**config.mk**
```make
export PLATFORM = sky130hd
export DESIGN_NAME = pipe_ctrl
export DESIGN_NICKNAME = d
export VERILOG_FILES = /design/src/rtl/pipe_ctrl.sv
export SDC_FILE = /design/constraint.sdc
export NUM_CORES = 1
export LEC_CHECK = 0
export ABC_CLOCK_PERIOD_IN_PS = 3150
export BUFFER_PORTS_ARGS = -buffer_cell sky130_fd_sc_hd__buf_4
export CORE_UTILIZATION = 39
export DETAILED_ROUTE_END_ITERATION = 12
export HOLD_SLACK_MARGIN = 0.1
export PLACE_DENSITY = 0.95
export SLEW_MARGIN = 20
export SYNTH_ARGS = -nofsm -noshare
export SYNTH_HDL_FRONTEND = slang
export SYNTH_SLANG_ARGS = --single-unit
```
**constraint.sdc**
```tcl
create_clock -name clk -period 3.15 [get_ports clk]
set_input_delay 0.315 -clock clk [delete_from_list [all_inputs] [get_ports clk]]
set_output_delay 0.315 -clock clk [all_outputs]
set_load 0.1 [all_outputs]
```
**src/rtl/pipe_ctrl.sv**
```systemverilog
`default_nettype none
// ============================================================================
//  Module   : pipe_ctrl
//  Purpose  : Stall/flush sequencer for a 5-stage pipeline. Drives the load
//             enables and NOP-insert flushes of pc, if_id, id_ex, ex_mem and
//             mem_wb. Resolves load-use hazards, multi-cycle EX operations,
//             data-memory wait states (with timeout) and jump redirects.
//  Ports    : clk, rst (async, active-high)
//             ld_hazard_i, ex_busy_i, jump_en_i, jump_addr_i[31:0],
//             mem_req_i, mem_ack_i                      -- event inputs
//             *_lden_o (5), *_flush_o (3), pc_sel_o,
//             jump_addr_o[31:0]                         -- Mealy controls
//             state_o[1:0], timeout_o                   -- registered status
//             stall_cnt_o[31:0], flush_cnt_o[31:0]      -- perf counters
//  Config   : PIPE_PERF_EN -- when defined, saturating stall/redirect
//             counters are built; otherwise both outputs are tied to zero.
//  Revision : 1.0  initial release
// ============================================================================
module pipe_ctrl #(
   parameter int MEM_TO_CYC = 16,
   parameter int TO_W       = 5
) (
   input  logic        clk,
   input  logic        rst,
   input  logic        ld_hazard_i,
   input  logic        ex_busy_i,
   input  logic        jump_en_i,
   input  logic [31:0] jump_addr_i,
   input  logic        mem_req_i,
   input  logic        mem_ack_i,
   output logic        pc_lden_o,
   output logic        if_id_lden_o,
   output logic        id_ex_lden_o,
   output logic        ex_mem_lden_o,
   output logic        mem_wb_lden_o,
   output logic        if_id_flush_o,
   output logic        id_ex_flush_o,
   output logic        ex_mem_flush_o,
   output logic        pc_sel_o,
   output logic [31:0] jump_addr_o,
   output logic [1:0]  state_o,
   output logic        timeout_o,
   output logic [31:0] stall_cnt_o,
   output logic [31:0] flush_cnt_o
);

   localparam logic [1:0] S_RUN     = 2'd0;
   localparam logic [1:0] S_FLUSH   = 2'd1;
   localparam logic [1:0] S_MEMWAIT = 2'd2;
   localparam logic [1:0] S_ERR     = 2'd3;

   localparam logic [TO_W-1:0] C_CNT_ONE  = TO_W'(1);
   localparam logic [TO_W-1:0] C_CNT_LAST = TO_W'(MEM_TO_CYC - 1);

   logic [1:0]      state_q, state_d;
   logic [TO_W-1:0] cnt_q, cnt_d;
   logic            timeout_q, timeout_d;

   // A data access that is not acknowledged in the same cycle freezes the
   // whole pipeline; a single-cycle access is invisible to the sequencer.
   logic w_mem_stall;
   assign w_mem_stall = mem_req_i & ~mem_ack_i;

   // ---------------------------------------------------------------- state
   always_ff @(posedge clk or posedge rst) begin
      if (rst) begin
         state_q   <= S_RUN;
         cnt_q     <= '0;
         timeout_q <= 1'b0;
      end else begin
         state_q   <= state_d;
         cnt_q     <= cnt_d;
         timeout_q <= timeout_d;
      end
   end

   // ----------------------------------------------------------- next state
   always_comb begin
      state_d   = state_q;
      cnt_d     = cnt_q;
      timeout_d = timeout_q;
      case (state_q)
         S_RUN: begin
            if (w_mem_stall) begin
               state_d = S_MEMWAIT;
               cnt_d   = C_CNT_ONE;
            end else if (!ex_busy_i && jump_en_i) begin
               state_d = S_FLUSH;
            end
         end
         S_FLUSH: begin
            if (w_mem_stall) begin
               state_d = S_MEMWAIT;
               cnt_d   = C_CNT_ONE;
            end else begin
               state_d = S_RUN;
            end
         end
         S_MEMWAIT: begin
            // Ack on the last allowed cycle still completes normally.
            if (mem_ack_i) begin
               state_d = S_RUN;
            end else if (cnt_q == C_CNT_LAST) begin
               state_d   = S_ERR;
               timeout_d = 1'b1;
            end else begin
               cnt_d = cnt_q + C_CNT_ONE;
            end
         end
         S_ERR: begin
            timeout_d = 1'b1;
         end
         default: begin
            state_d = S_RUN;
         end
      endcase
   end

   // -------------------------------------------------------------- outputs
   always_comb begin
      pc_lden_o      = 1'b1;
      if_id_lden_o   = 1'b1;
      id_ex_lden_o   = 1'b1;
      ex_mem_lden_o  = 1'b1;
      mem_wb_lden_o  = 1'b1;
      if_id_flush_o  = 1'b0;
      id_ex_flush_o  = 1'b0;
      ex_mem_flush_o = 1'b0;
      pc_sel_o       = 1'b0;
      case (state_q)
         S_RUN: begin
            if (w_mem_stall) begin
               {pc_lden_o, if_id_lden_o, id_ex_lden_o, ex_mem_lden_o, mem_wb_lden_o} = 5'b00000;
            end else if (ex_busy_i) begin
               // Hold the front end and push a bubble into ex_mem while
               // the older instruction in MEM keeps retiring.
               pc_lden_o      = 1'b0;
               if_id_lden_o   = 1'b0;
               id_ex_lden_o   = 1'b0;
               ex_mem_flush_o = 1'b1;
            end else if (jump_en_i) begin
               pc_sel_o      = 1'b1;
               if_id_flush_o = 1'b1;
               id_ex_flush_o = 1'b1;
            end else if (ld_hazard_i) begin
               pc_lden_o     = 1'b0;
               if_id_lden_o  = 1'b0;
               id_ex_flush_o = 1'b1;
            end
         end
         S_FLUSH: begin
            // The synchronous fetch issued during the redirect cycle is stale.
            if_id_flush_o = 1'b1;
            if (w_mem_stall) begin
               {pc_lden_o, if_id_lden_o, id_ex_lden_o, ex_mem_lden_o, mem_wb_lden_o} = 5'b00000;
            end
         end
         S_MEMWAIT: begin
            if (!mem_ack_i) begin
               {pc_lden_o, if_id_lden_o, id_ex_lden_o, ex_mem_lden_o, mem_wb_lden_o} = 5'b00000;
            end
         end
         default: begin
            {pc_lden_o, if_id_lden_o, id_ex_lden_o, ex_mem_lden_o, mem_wb_lden_o} = 5'b00000;
         end
      endcase
      if (rst) begin
         {pc_lden_o, if_id_lden_o, id_ex_lden_o, ex_mem_lden_o, mem_wb_lden_o} = 5'b00000;
         if_id_flush_o  = 1'b1;
         id_ex_flush_o  = 1'b1;
         ex_mem_flush_o = 1'b1;
         pc_sel_o       = 1'b0;
      end
   end

   assign jump_addr_o = jump_addr_i;
   assign state_o     = state_q;
   assign timeout_o   = timeout_q;

   // --------------------------------------------------------- perf counters
`ifdef PIPE_PERF_EN
   logic [31:0] stall_cnt_q;
   logic [31:0] flush_cnt_q;

   always_ff @(posedge clk or posedge rst) begin
      if (rst) begin
         stall_cnt_q <= '0;
         flush_cnt_q <= '0;
      end else begin
         if (!pc_lden_o && (stall_cnt_q != 32'hFFFF_FFFF)) begin
            stall_cnt_q <= stall_cnt_q + 32'd1;
         end
         if ((state_q == S_RUN) && (state_d == S_FLUSH) &&
             (flush_cnt_q != 32'hFFFF_FFFF)) begin
            flush_cnt_q <= flush_cnt_q + 32'd1;
         end
      end
   end

   assign stall_cnt_o = stall_cnt_q;
   assign flush_cnt_o = flush_cnt_q;
`else
   assign stall_cnt_o = 32'd0;
   assign flush_cnt_o = 32'd0;
`endif

endmodule
`default_nettype wire

```
Word level (Yosys, flattened, before mapping)
Index checks and enable logic that the tools add are counted.
{"block": "totals", "ramBits": 0, "memories": 0, "register_bits": 8, "output_inout_bits": 108, "in_bits": 39, "latchBits": 0, "wordCells": 70, "rom_bits": 0}
{"block": "op_classes", "div_mod_pow": 0, "n_eq_ne": 10, "bitwise_logic": 2, "multipliers": 0, "n_mux": 44, "addsub": 1, "shift": 0, "reduce_logical": 10, "n_lt_le_gt_ge": 0}
{"operator": "two-way mux 1 bit", "count": 29}
{"operator": "two-way mux 5 bit", "count": 3}
{"operator": "two-way mux 2 bit", "count": 5}
{"operator": "one-hot mux 5 bit (2 select lines)", "count": 1}
{"operator": "inequality test 2 bit, second input constant", "count": 3}
{"operator": "inequality test 3 bit, second input constant", "count": 2}
{"operator": "one-hot mux 1 bit (2 select lines)", "count": 3}
{"operator": "one-hot mux 1 bit (3 select lines)", "count": 2}
{"operator": "one-hot mux 2 bit (3 select lines)", "count": 1}
{"operator": "AND reduction 3 bit", "count": 2}
{"operator": "adder 5 x 1 -> 5 bit, second input constant", "count": 1}
{"operator": "equality test 5 x 4 -> 1 bit, second input constant", "count": 1}
{"operator": "equality test 2 bit, second input constant", "count": 2}
{"operator": "AND reduction 4 bit", "count": 1}
{"operator": "nonzero test 2 bit", "count": 2}
{"operator": "nonzero test 3 bit", "count": 1}
{"operator": "equality test 2 x 1 -> 1 bit, second input constant", "count": 1}
{"operator": "logical NOT 2 bit", "count": 1}
{"operator": "inequality test 2 x 1 -> 1 bit, second input constant", "count": 1}
{"operator": "OR reduction 2 bit", "count": 1}
{"operator": "bitwise AND 1 bit", "count": 1}
{"operator": "logical AND 1 bit", "count": 1}
{"operator": "logical NOT 1 bit", "count": 1}
{"operator": "inverter 1 bit", "count": 1}

Logic depth before layout (Yosys ltp)
Gate-level depths: netlist (run 1).
{"block": "logic_depth", "ltp_word": 6, "depth_mapped": 7}

Worst setup path after synthesis (run 1)
Ideal clock, no wire load.
{"block": "synth_path", "path_kind": "register to output", "from": "register state_q[1] (netlist: state_o[1])", "to": "output pc_lden_o", "stages_incl_launch_ff": 8, "setup_slack_ps": -1713, "required_ps": 2835, "arrival_ps": 4548, "path_cell_list": "dfrtp_1 -> inv_1 -> ha_1 -> inv_1 -> nor3_1 -> o21ai_0 -> a211oi_1 -> buf_4"}
{"block": "synth_via", "elab_chain_cells": 3}
{"element": "start, declared", "line": "55", "rtl": "logic [1:0] state_q, state_d;"}
{"element": "start signal, assigned", "line": "71", "rtl": "state_q <= state_d;"}
{"element": "equality test 2 bit (tied with other cells)"}
{"element": "one-hot mux 1 bit (3 select lines) *"}
{"element": "two-way mux 1 bit *"}
{"element": "end, declared", "line": "31", "rtl": "output logic pc_lden_o,"}
Every way passes the cells marked *; elsewhere a longest branch is shown, timed or not.

Worst setup path in the final report (run 1)
{"block": "layout_path", "from": "register state_q[1] (netlist: state_o[1])", "to": "output if_id_lden_o"}
{"block": "layout_via", "elab_chain_cells": 3}
{"element": "equality test 2 bit (tied with other cells)", "line": "130", "rtl": "case (state_q)"}
{"element": "one-hot mux 1 bit (3 select lines) *", "line": "130"}
{"element": "two-way mux 1 bit *", "line": "167", "rtl": "if (rst) begin"}
{"element": "end, declared", "line": "32", "rtl": "output logic if_id_lden_o,"}
Marked as above.

==> results of run 1 <==
[sequential cells by signal, summed over array words and instances, names as in the netlist]
name / count
cnt_q: 5
state_o: 2
timeout_o: 1
[cells in the mapped netlist]
| cell | number | area, um2 |
|---|---|---|
| and3_1 | 2 | 12.51 |
| a221o_1 | 1 | 10.01 |
| nand2b_4 | 1 | 13.76 |
| or3_1 | 1 | 6.260 |
| nand3_1 | 1 | 5.000 |
| a21oi_1 | 6 | 30.03 |
| nor4_1 | 1 | 6.260 |
| nor2b_1 | 1 | 6.260 |
| nor2_1 | 2 | 7.510 |
| mux2_1 | 1 | 11.26 |
| conb_1 | 1 | 3.750 |
| o21ba_1 | 1 | 10.01 |
| inv_1 | 11 | 41.29 |
| o21ai_0 | 8 | 40.04 |
| or2_2 | 1 | 6.260 |
| a22o_1 | 2 | 17.52 |
| o22ai_1 | 1 | 6.260 |
| a211oi_1 | 4 | 30.03 |
| nand2b_1 | 4 | 25.02 |
| and2_1 | 1 | 6.260 |
| nor3_1 | 2 | 10.01 |
| dfrtp_1 | 8 | 200.2 |
| or2_1 | 1 | 6.260 |
| buf_4 | 98 | 735.7 |
| a211oi_4 | 1 | 20.02 |
| mux2i_1 | 1 | 10.01 |
| nand2_1 | 4 | 15.01 |
| o22a_1 | 1 | 8.760 |
| a31oi_2 | 1 | 12.51 |
| ha_1 | 8 | 100.1 |
| o21a_1 | 1 | 7.510 |
[power by group through the flow]
| stage | registers (mW) | clock network (mW) | logic [mW] |
|---|---|---|---|
| floorplan | 0.234 | 0 | 1.09 |
| global placement | 0.157 | 0 | 1.02 |
| detailed placement | 0.161 | 0 | 1.03 |
| CTS | 0.159 | 0.0902 | 1.03 |
| global route | 0.165 | 0.0970 | 1.08 |
| finish | 0.159 | 0.0854 | 1.03 |
[cell type report]
| type | count | area [um2] | share of cell area, % |
|---|---|---|---|
| Sequential cell | 8 | 202.7 | 17.12 |
| Inverter | 11 | 41.29 | 3.488 |
| Clock buffer | 4 | 26.28 | 2.220 |
| Tap cell | 46 | 57.56 | 4.863 |
| Multi-Input combinational cell | 123 | 720.7 | 60.89 |
| Timing Repair Buffer | 18 | 135.1 | 11.42 |
[worst reg2reg max path, stage by stage (launching register included)]
cell	delay, ns
dfrtp_1	0.40
ha_1	0.23
and3_1	0.19
ha_1	0.26
or2_1	0.24
a21oi_1	0.19
nor2_1	0.12
a22o_1	0.26
[layout by cell type (no fill, tap or decap), drive strengths merged, types with 2 or more instances in the layout]
cell,netlist,final
a211oi,5,5
a21oi,6,6
a22o,2,2
and3,2,2
buf,98,18
clkbuf,0,4
conb,1,64
dfrtp,8,8
ha,8,8
inv,11,11
nand2,4,4
nand2b,5,5
nor2,2,2
nor3,2,2
o21ai,8,8
or2,2,2
[how the worst max path moves through the flow]
stage / from / endpoint / slack [ns] / cells past startpoint
global placement: state_o[0] / if_id_lden_o / 1.00 / 7
floorplan: state_o[1] / pc_sel_o / -0.03 / 4
CTS: state_o[1] / if_id_lden_o / 0.57 / 7
detailed placement: state_o[1] / if_id_lden_o / 0.85 / 7
global route: state_o[0] / if_id_lden_o / 0.45 / 7
finish: state_o[1] / if_id_lden_o / 0.62 / 7
[metal layers]
metal	GRT usage (%)	vias up	routed length, um
li1	-	388	-
met1	9.888	373	681
met2	17.58	62	1018
met3	3.650	12	195
met4	7.558	0	65
met5	0	-	0
[per-stage QoR]
step	area (um2)	hold slack, ns	TNS, ns	util (%)
2_1_floorplan	1700	0.1538	-0.04972	-
3_3_place_gp	1157	0.3708	0	33.88
3_5_place_dp	1157	0.3897	0	33.88
4_1_cts	1184	0.1088	0	34.65
5_1_grt	1184	0.1331	0	34.65
6_report	1184	0.1035	0	34.65
[kinds of logic (layout without fill, tap and decap cells)]
group,count (synthesis),count (layout)
buffers and inverters,109,33
other,1,64
muxes,2,2
DFF,8,8
AOI/OAI and AO/OA,27,27
and+or+nand+nor,22,22
adders and majority gates,8,8
==> flow_summary.yaml, run 1 <==
status:
  status: "completed"
placed_design:
  dpl.hpwl_um: 1663
  port_buffers: 18
  dp_cells: 206
  gp_congestion: 0.8277
  dp_slack_ns: 0.8507
power:
  pwr-share-comb_pct: 80.8
  switching_share_pct: 71.39
  vdd_drop_max_mv: 0.2639
  p_int_mw: 0.3640
  p_seq_share_pct: 12.5
  power_mw: 1.272
  clockPowerShare_pct: 6.7
  p_leak_nw: 0.6333
  p_per_area_nw_per_um2: 1075
  p_switching_mw: 0.9083
layout:
  drive_gt1_share_pct: 19.51
  nets: 212
  diodes: 0
  final_cells: 210
  areaGrowthSynthToFinish_pct: -16.73
  fillers: 368
detailed_routing:
  routed-via-count: 835
  via_per_inst: 3.976
  drc: 0
  post_drt_wl_per_cell_um: 9.338
  drt-total-wl_um: 1961
  drt-initial-drc-count: 10
  ant_nets: 0
  drtPass1Iterations: 4
worst_setup_path:
  critical_path.max_fanout: 8
  crit_top_cell: "inv_1"
  ff2ff_path_depth: 7
  crit_slowest_cell: "dfrtp_2"
  cp.required_ns: 2.83
  endpoint_kind: "output pin"
  worstPathCellList: "inv_1 -> ha_1 -> inv_1 -> nor3_1 -> o21ai_0 -> a211oi_4 -> buf_4"
  r2r_slack_ns: 1.16
  critPathTopFamily: "buffers and inverters"
  cpPeakStageDelay_ns: 0.45
  worst_r2r_endpoint: "cnt_q[4]"
  crit_arrival_ns: 2.21
  cp-start-kind: "register"
  worstReg2RegStart: "cnt_q[0]"
  critPathKind: "register to output pin"
  critPathBufInv: 3
yosys:
  synthCells: 177
  syn_area_per_cell_um2: 8.030
  yosys.area_share.xor_xnor_pct: 0
  synth_compound_area_share_pct: 13.56
  synth_top_family_by_area: "buffers and inverters"
  synthSimpleGateAreaFrac_pct: 8.891
  synthMuxAreaShare_pct: 1.496
  yosysSeqAreaShare_pct: 14.08
  synthAdderAreaFrac_pct: 7.042
  ys_warn_count: 0
  ys_ff_latch: 8
  synth_area_um2: 1421
  synth_cell_types: 31
clock_network:
  root_buffer: "clkbuf_4"
  cts_setup_buffers: 0
  ctsHtreeMaxLevel: 1
  cts.repair.resized: 0
  clk_latency_ns: 0.26
  clockBufferDepth: 2
  cts_made_buffers: 3
  cts_tree: "built"
  clkSinkCount: 8
  clk_pin_slew_ns: 0.06
  cts_hold_buf: 0
global_route:
  grt-ovfl-total: 0
  grt_usage_pct: 10.15
  grt_max_degree: 11
  grt_pass1_wl_um: 3111
  antenna_found_initial: 0
  grt_pass1_vias: 693
sta:
  setup_ws_ns: 0.6233
  rsz0062_at_grt: "false"
  fmax_ghz: 0.3958
  slew_viol_final: 0
  fin_crit_ns: 2.527
  finalHoldViolCount: 0
  finClkSkew_ns: 0.002244
  setup_violations: 0
  period_share_pct: 80.21
floorplan:
  die_h_um: 62.37
  rows: 21
  initial_core_util_pct: 41.61
  ioPinCount: 147
  core_region_area_um2: 3416
  die-area_um2: 3890
  die_x_um: 62.37
job:
  drv_cap: 0
worst_hold_path:
  hold_class: "input pin to async pin"
Power figures use the tool's default switching activity.
==> run 2: changes to the inputs <==
--- a/config.mk
+++ b/config.mk
@@ -5,12 +5,12 @@
 export SDC_FILE = /design/constraint.sdc
 export NUM_CORES = 1
 export LEC_CHECK = 0
-export ABC_CLOCK_PERIOD_IN_PS = 3150
+export ABC_CLOCK_PERIOD_IN_PS = 2600
 export BUFFER_PORTS_ARGS = -buffer_cell sky130_fd_sc_hd__buf_4
-export CORE_UTILIZATION = 39
+export CORE_UTILIZATION = 36
 export DETAILED_ROUTE_END_ITERATION = 12
 export HOLD_SLACK_MARGIN = 0.1
-export PLACE_DENSITY = 0.95
+export PLACE_DENSITY = 0.9
 export SLEW_MARGIN = 20
 export SYNTH_ARGS = -nofsm -noshare
 export SYNTH_HDL_FRONTEND = slang
==> constraint.sdc (replaced) <==
create_clock -name clk -period 2.6 [get_ports clk]
set_input_delay 0.26 -clock clk [delete_from_list [all_inputs] [get_ports clk]]
set_output_delay 0.26 -clock clk [all_outputs]
set_load 0.1 [all_outputs]
==> flow_summary.yaml, run 2 (same netlist as run 1, synthesis figures left out) <==
status:
  status: "completed"
power:
  vdd_drop_max_mv: 0.3185
  p_per_area_nw_per_um2: 1342
  p_leak_nw: 0.6425
  power_mw: 1.688
placed_design:
  port_buffers: 18
  gp_congestion: 0.8363
  dpl.hpwl_um: 1844
  dp_cells: 208
floorplan:
  core_region_area_um2: 3716
  die-area_um2: 4204
  die_x_um: 64.84
  rows: 22
  die_h_um: 64.84
  ioPinCount: 147
  initial_core_util_pct: 38.25
global_route:
  grt_pass1_vias: 725
  grt_max_degree: 11
  grt_pass1_wl_um: 3249
  grt_usage_pct: 9.926
  grt-ovfl-total: 0
  antenna_found_initial: 0
detailed_routing:
  routed-via-count: 859
  drt-initial-drc-count: 35
  ant_nets: 0
  drtPass1Iterations: 4
  drt-total-wl_um: 2166
  drc: 0
  post_drt_wl_per_cell_um: 10.22
  via_per_inst: 4.052
worst_hold_path:
  hold_class: "input pin to async pin"
layout:
  layout_common_cells: "64 x conb_1, 18 x buf_4, 8 x inv_1"
  fillers: 409
  seqCellArea_um2: 207.7
  regMostFlops: "cnt_q"
  final_common_cell: "conb_1"
  final_cells: 212
  areaGrowthSynthToFinish_pct: -11.53
  diodes: 0
  nets: 212
  drive_gt1_share_pct: 23.78
  multiInputGateArea_um2: 760.7
  largest_reg_flops: 5
worst_setup_path:
  endpoint_kind: "output pin"
  critPathKind: "register to output pin"
  worst_r2r_endpoint: "cnt_q[4]"
  ff2ff_path_depth: 7
  critical_path.max_fanout: 8
  crit_arrival_ns: 1.98
  worstReg2RegStart: "cnt_q[0]"
  cp.required_ns: 2.34
  r2r_slack_ns: 0.58
  crit_start: "state_o[1]"
  cp-start-kind: "register"
clock_network:
  root_buffer: "clkbuf_8"
  ctsHtreeMaxLevel: 1
  clkSinkCount: 8
  clk_latency_ns: 0.23
  cts_setup_buffers: 0
  cts_tree: "built"
  clk_pin_slew_ns: 0.04
  cts.repair.resized: 0
  cts_hold_buf: 0
  clockBufferDepth: 2
  cts_made_buffers: 3
sta:
  finalHoldViolCount: 0
  finClkSkew_ns: 0.001541
  final.setup.tns_ns: 0
  setup_violations: 0
  period_share_pct: 86.14
  fin_crit_ns: 2.240
  rsz0062_at_grt: "false"
  slew_viol_final: 0
  fmax_ghz: 0.4465
job:
  drv_cap: 0
[run 2: changes by cell type in the layout (fill, tap and decap cells not counted), moves of 3 or more]
cell	delta
clkbuf_4	-3
inv_4	+3
inv_1	-3
clkbuf_8	+3
[run 2: worst max-delay path: stages, from the launching register on]
cell	delay, ns
dfrtp_4	0.52
inv_4	0.09
ha_4	0.16
inv_4	0.05
or3_1	0.41
a211oi_4	0.21
buf_4	0.31
[run 2: how the worst max path moves through the flow]
stage                               to  slack [ns]  depth (start not counted)
after global placement    id_ex_lden_o        0.61                          6
after global routing      if_id_lden_o        0.30                          6
after floorplan              pc_lden_o       -0.15                          7
final                     id_ex_lden_o        0.36                          6
after detailed placement  id_ex_lden_o        0.59                          6
after CTS                 id_ex_lden_o        0.34                          6
[run 2: layout make-up]
| class | count | share of cell area, % |
|---|---|---|
| Clock buffer | 4 | 3.582 |
| Inverter | 11 | 3.881 |
| Multi-Input combinational cell | 123 | 60.50 |
| Sequential cell | 8 | 16.52 |
| Tap cell | 48 | 4.776 |
| Timing Repair Buffer | 18 | 10.75 |
[run 2: per-stage QoR]
step | util [%] | setup slack (ns) | hold slack (ns) | area [um2]
after global routing | 33.84 | 0.3007 | 0.1246 | 1257
after detailed placement | 32.63 | 0.5903 | 0.3582 | 1212
after floorplan | - | -0.1502 | 0.09898 | 1778
final | 33.84 | 0.3603 | 0.09587 | 1257
after CTS | 33.84 | 0.3405 | 0.1163 | 1257
after global placement | 32.63 | 0.6141 | 0.3491 | 1212
[run 2: report_power, final]
| part | total, mW | internal (mW) | switching [mW] |
|---|---|---|---|
| Sequential | 0.210 | 0.163 | 0.0473 |
| Clock | 0.156 | 0.106 | 0.0497 |
| Combinational | 1.32 | 0.270 | 1.05 |
| Total | 1.69 | 0.539 | 1.15 |
[run 2: metal layers]
metal  share of wire, %  track usage, %  wire length (um)
met3                 10           3.169               225
met5                  0               0                 0
met1                 34           9.130               736
met4                3.2           8.333                69
met2                 52           17.58              1134
==> run 3: changes to the inputs <==
--- a/config.mk
+++ b/config.mk
@@ -10,7 +10,7 @@
 export CORE_UTILIZATION = 36
 export DETAILED_ROUTE_END_ITERATION = 12
 export HOLD_SLACK_MARGIN = 0.1
-export PLACE_DENSITY = 0.9
+export PLACE_DENSITY = 0.82
 export SLEW_MARGIN = 20
 export SYNTH_ARGS = -nofsm -noshare
 export SYNTH_HDL_FRONTEND = slang
==> flow_summary.yaml, run 3 (same netlist as run 1, synthesis figures left out) <==
layout:
  diodes: 0
  regMostFlops: "cnt_q"
  areaGrowthSynthToFinish_pct: -11.53
  drive_gt1_share_pct: 23.78
  final_common_cell: "conb_1"
  layout_common_cells: "64 x conb_1, 18 x buf_4, 8 x inv_1"
  fin_util_pct: 33.84
  nets: 212
  final_area_um2: 1257
  largest_reg_flops: 5
global_route:
  grt_pass1_vias: 704
  grt-ovfl-total: 0
  antenna_found_initial: 0
  grt_max_degree: 11
  grt_usage_pct: 9.786
  grt_pass1_wl_um: 3098
clock_network:
  clkSinkCount: 8
  cts_made_buffers: 3
  cts_hold_buf: 0
  ctsHtreeMaxLevel: 1
  clockBufferDepth: 2
  cts.repair.resized: 0
  root_buffer: "clkbuf_8"
  clk_latency_ns: 0.23
  cts_setup_buffers: 0
  cts_tree: "built"
  clk_pin_slew_ns: 0.04
worst_setup_path:
  crit_arrival_ns: 2.00
  worst_r2r_endpoint: "cnt_q[1]"
  ff2ff_path_depth: 7
  critPathKind: "register to output pin"
  critical_path.max_fanout: 8
  cp-start-kind: "register"
  worstReg2RegStart: "cnt_q[0]"
  cp.required_ns: 2.34
  critPathCapture: "id_ex_lden_o"
  r2r_slack_ns: 0.62
  crit_start: "state_o[1]"
  endpoint_kind: "output pin"
job:
  drv_cap: 0
placed_design:
  gp_congestion: 0.7277
  port_buffers: 18
  dpl.hpwl_um: 1700
  dpl_cell_area_um2: 1212
floorplan:
  initial_core_util_pct: 38.25
  core_region_area_um2: 3716
  ioPinCount: 147
  die-area_um2: 4204
  die_h_um: 64.84
  rows: 22
  die_x_um: 64.84
detailed_routing:
  drtPass1Iterations: 4
  via_per_inst: 3.953
  post_drt_wl_per_cell_um: 9.632
  drt-total-wl_um: 2042
  drt-initial-drc-count: 30
  routed-via-count: 838
  ant_nets: 0
  drc: 0
power:
  p_per_area_nw_per_um2: 1344
  vdd_drop_max_mv: 0.3965
  p_leak_nw: 0.6425
  power_mw: 1.690
sta:
  rsz0062_at_grt: "false"
  fmax_ghz: 0.4428
  fin_crit_ns: 2.258
  period_share_pct: 86.86
  finClkSkew_ns: 0.006620
  whs_ns: 0.09570
  setup_violations: 0
  slew_viol_final: 0
  finalHoldViolCount: 0
  final.setup.tns_ns: 0
status:
  status: "completed"
worst_hold_path:
  hold_class: "input pin to async pin"
run 3: cell counts in the layout (fill, tap and decap cells not counted):
No cell type changed its count.
run 3: worst min-delay path by stage:
stage            endpoint  slack [ns]  cells past startpoint
2_1_floorplan    cnt_q[0]         0.1                      1
3_3_place_gp     cnt_q[4]        0.35                      2
3_5_place_dp     cnt_q[4]        0.36                      2
4_1_cts          cnt_q[4]        0.11                      2
5_1_grt        state_o[0]        0.13                      2
6_report       state_o[0]         0.1                      2
run 3: final cells by class:
type	instances	area, um2
fill	398	2459
clock buffer	4	45.04
inverter	11	48.80
timing repair buffer	18	135.1
tap	48	60.06
sequential	8	207.7
multi-input combinational	123	760.7
run 3: metal layers:
metal | part of all wire [%] | GRT usage [%]
met1 | 39 | 10.43
met5 | 0 | 0
met4 | 3.3 | 7.778
met3 | 7.9 | 2.289
met2 | 50 | 16.41
run 3: through the flow:
| stage | instances | setup WS, ns |
|---|---|---|
| 2_1_floorplan | 240 | -0.1502 |
| 3_5_place_dp | 208 | 0.5759 |
| 4_1_cts | 212 | 0.3256 |
| 6_report | 212 | 0.3415 |
| 5_1_grt | 212 | 0.2642 |
| 3_3_place_gp | 208 | 0.6142 |
run 3: worst max-delay path: stages, from the launching register on:
cell and delay (ns):
dfrtp_4 0.52, inv_4 0.09, ha_4 0.17, inv_4 0.05, or3_1 0.41, a211oi_4 0.21
buf_4 0.32
run 3: report_power, final:
group          leakage (nW)  switching (mW)  internal, mW
sequential           0.0958          0.0446         0.163
clock                0.0228          0.0499         0.106
combinational         0.524            1.06         0.270
total                 0.642            1.15         0.540
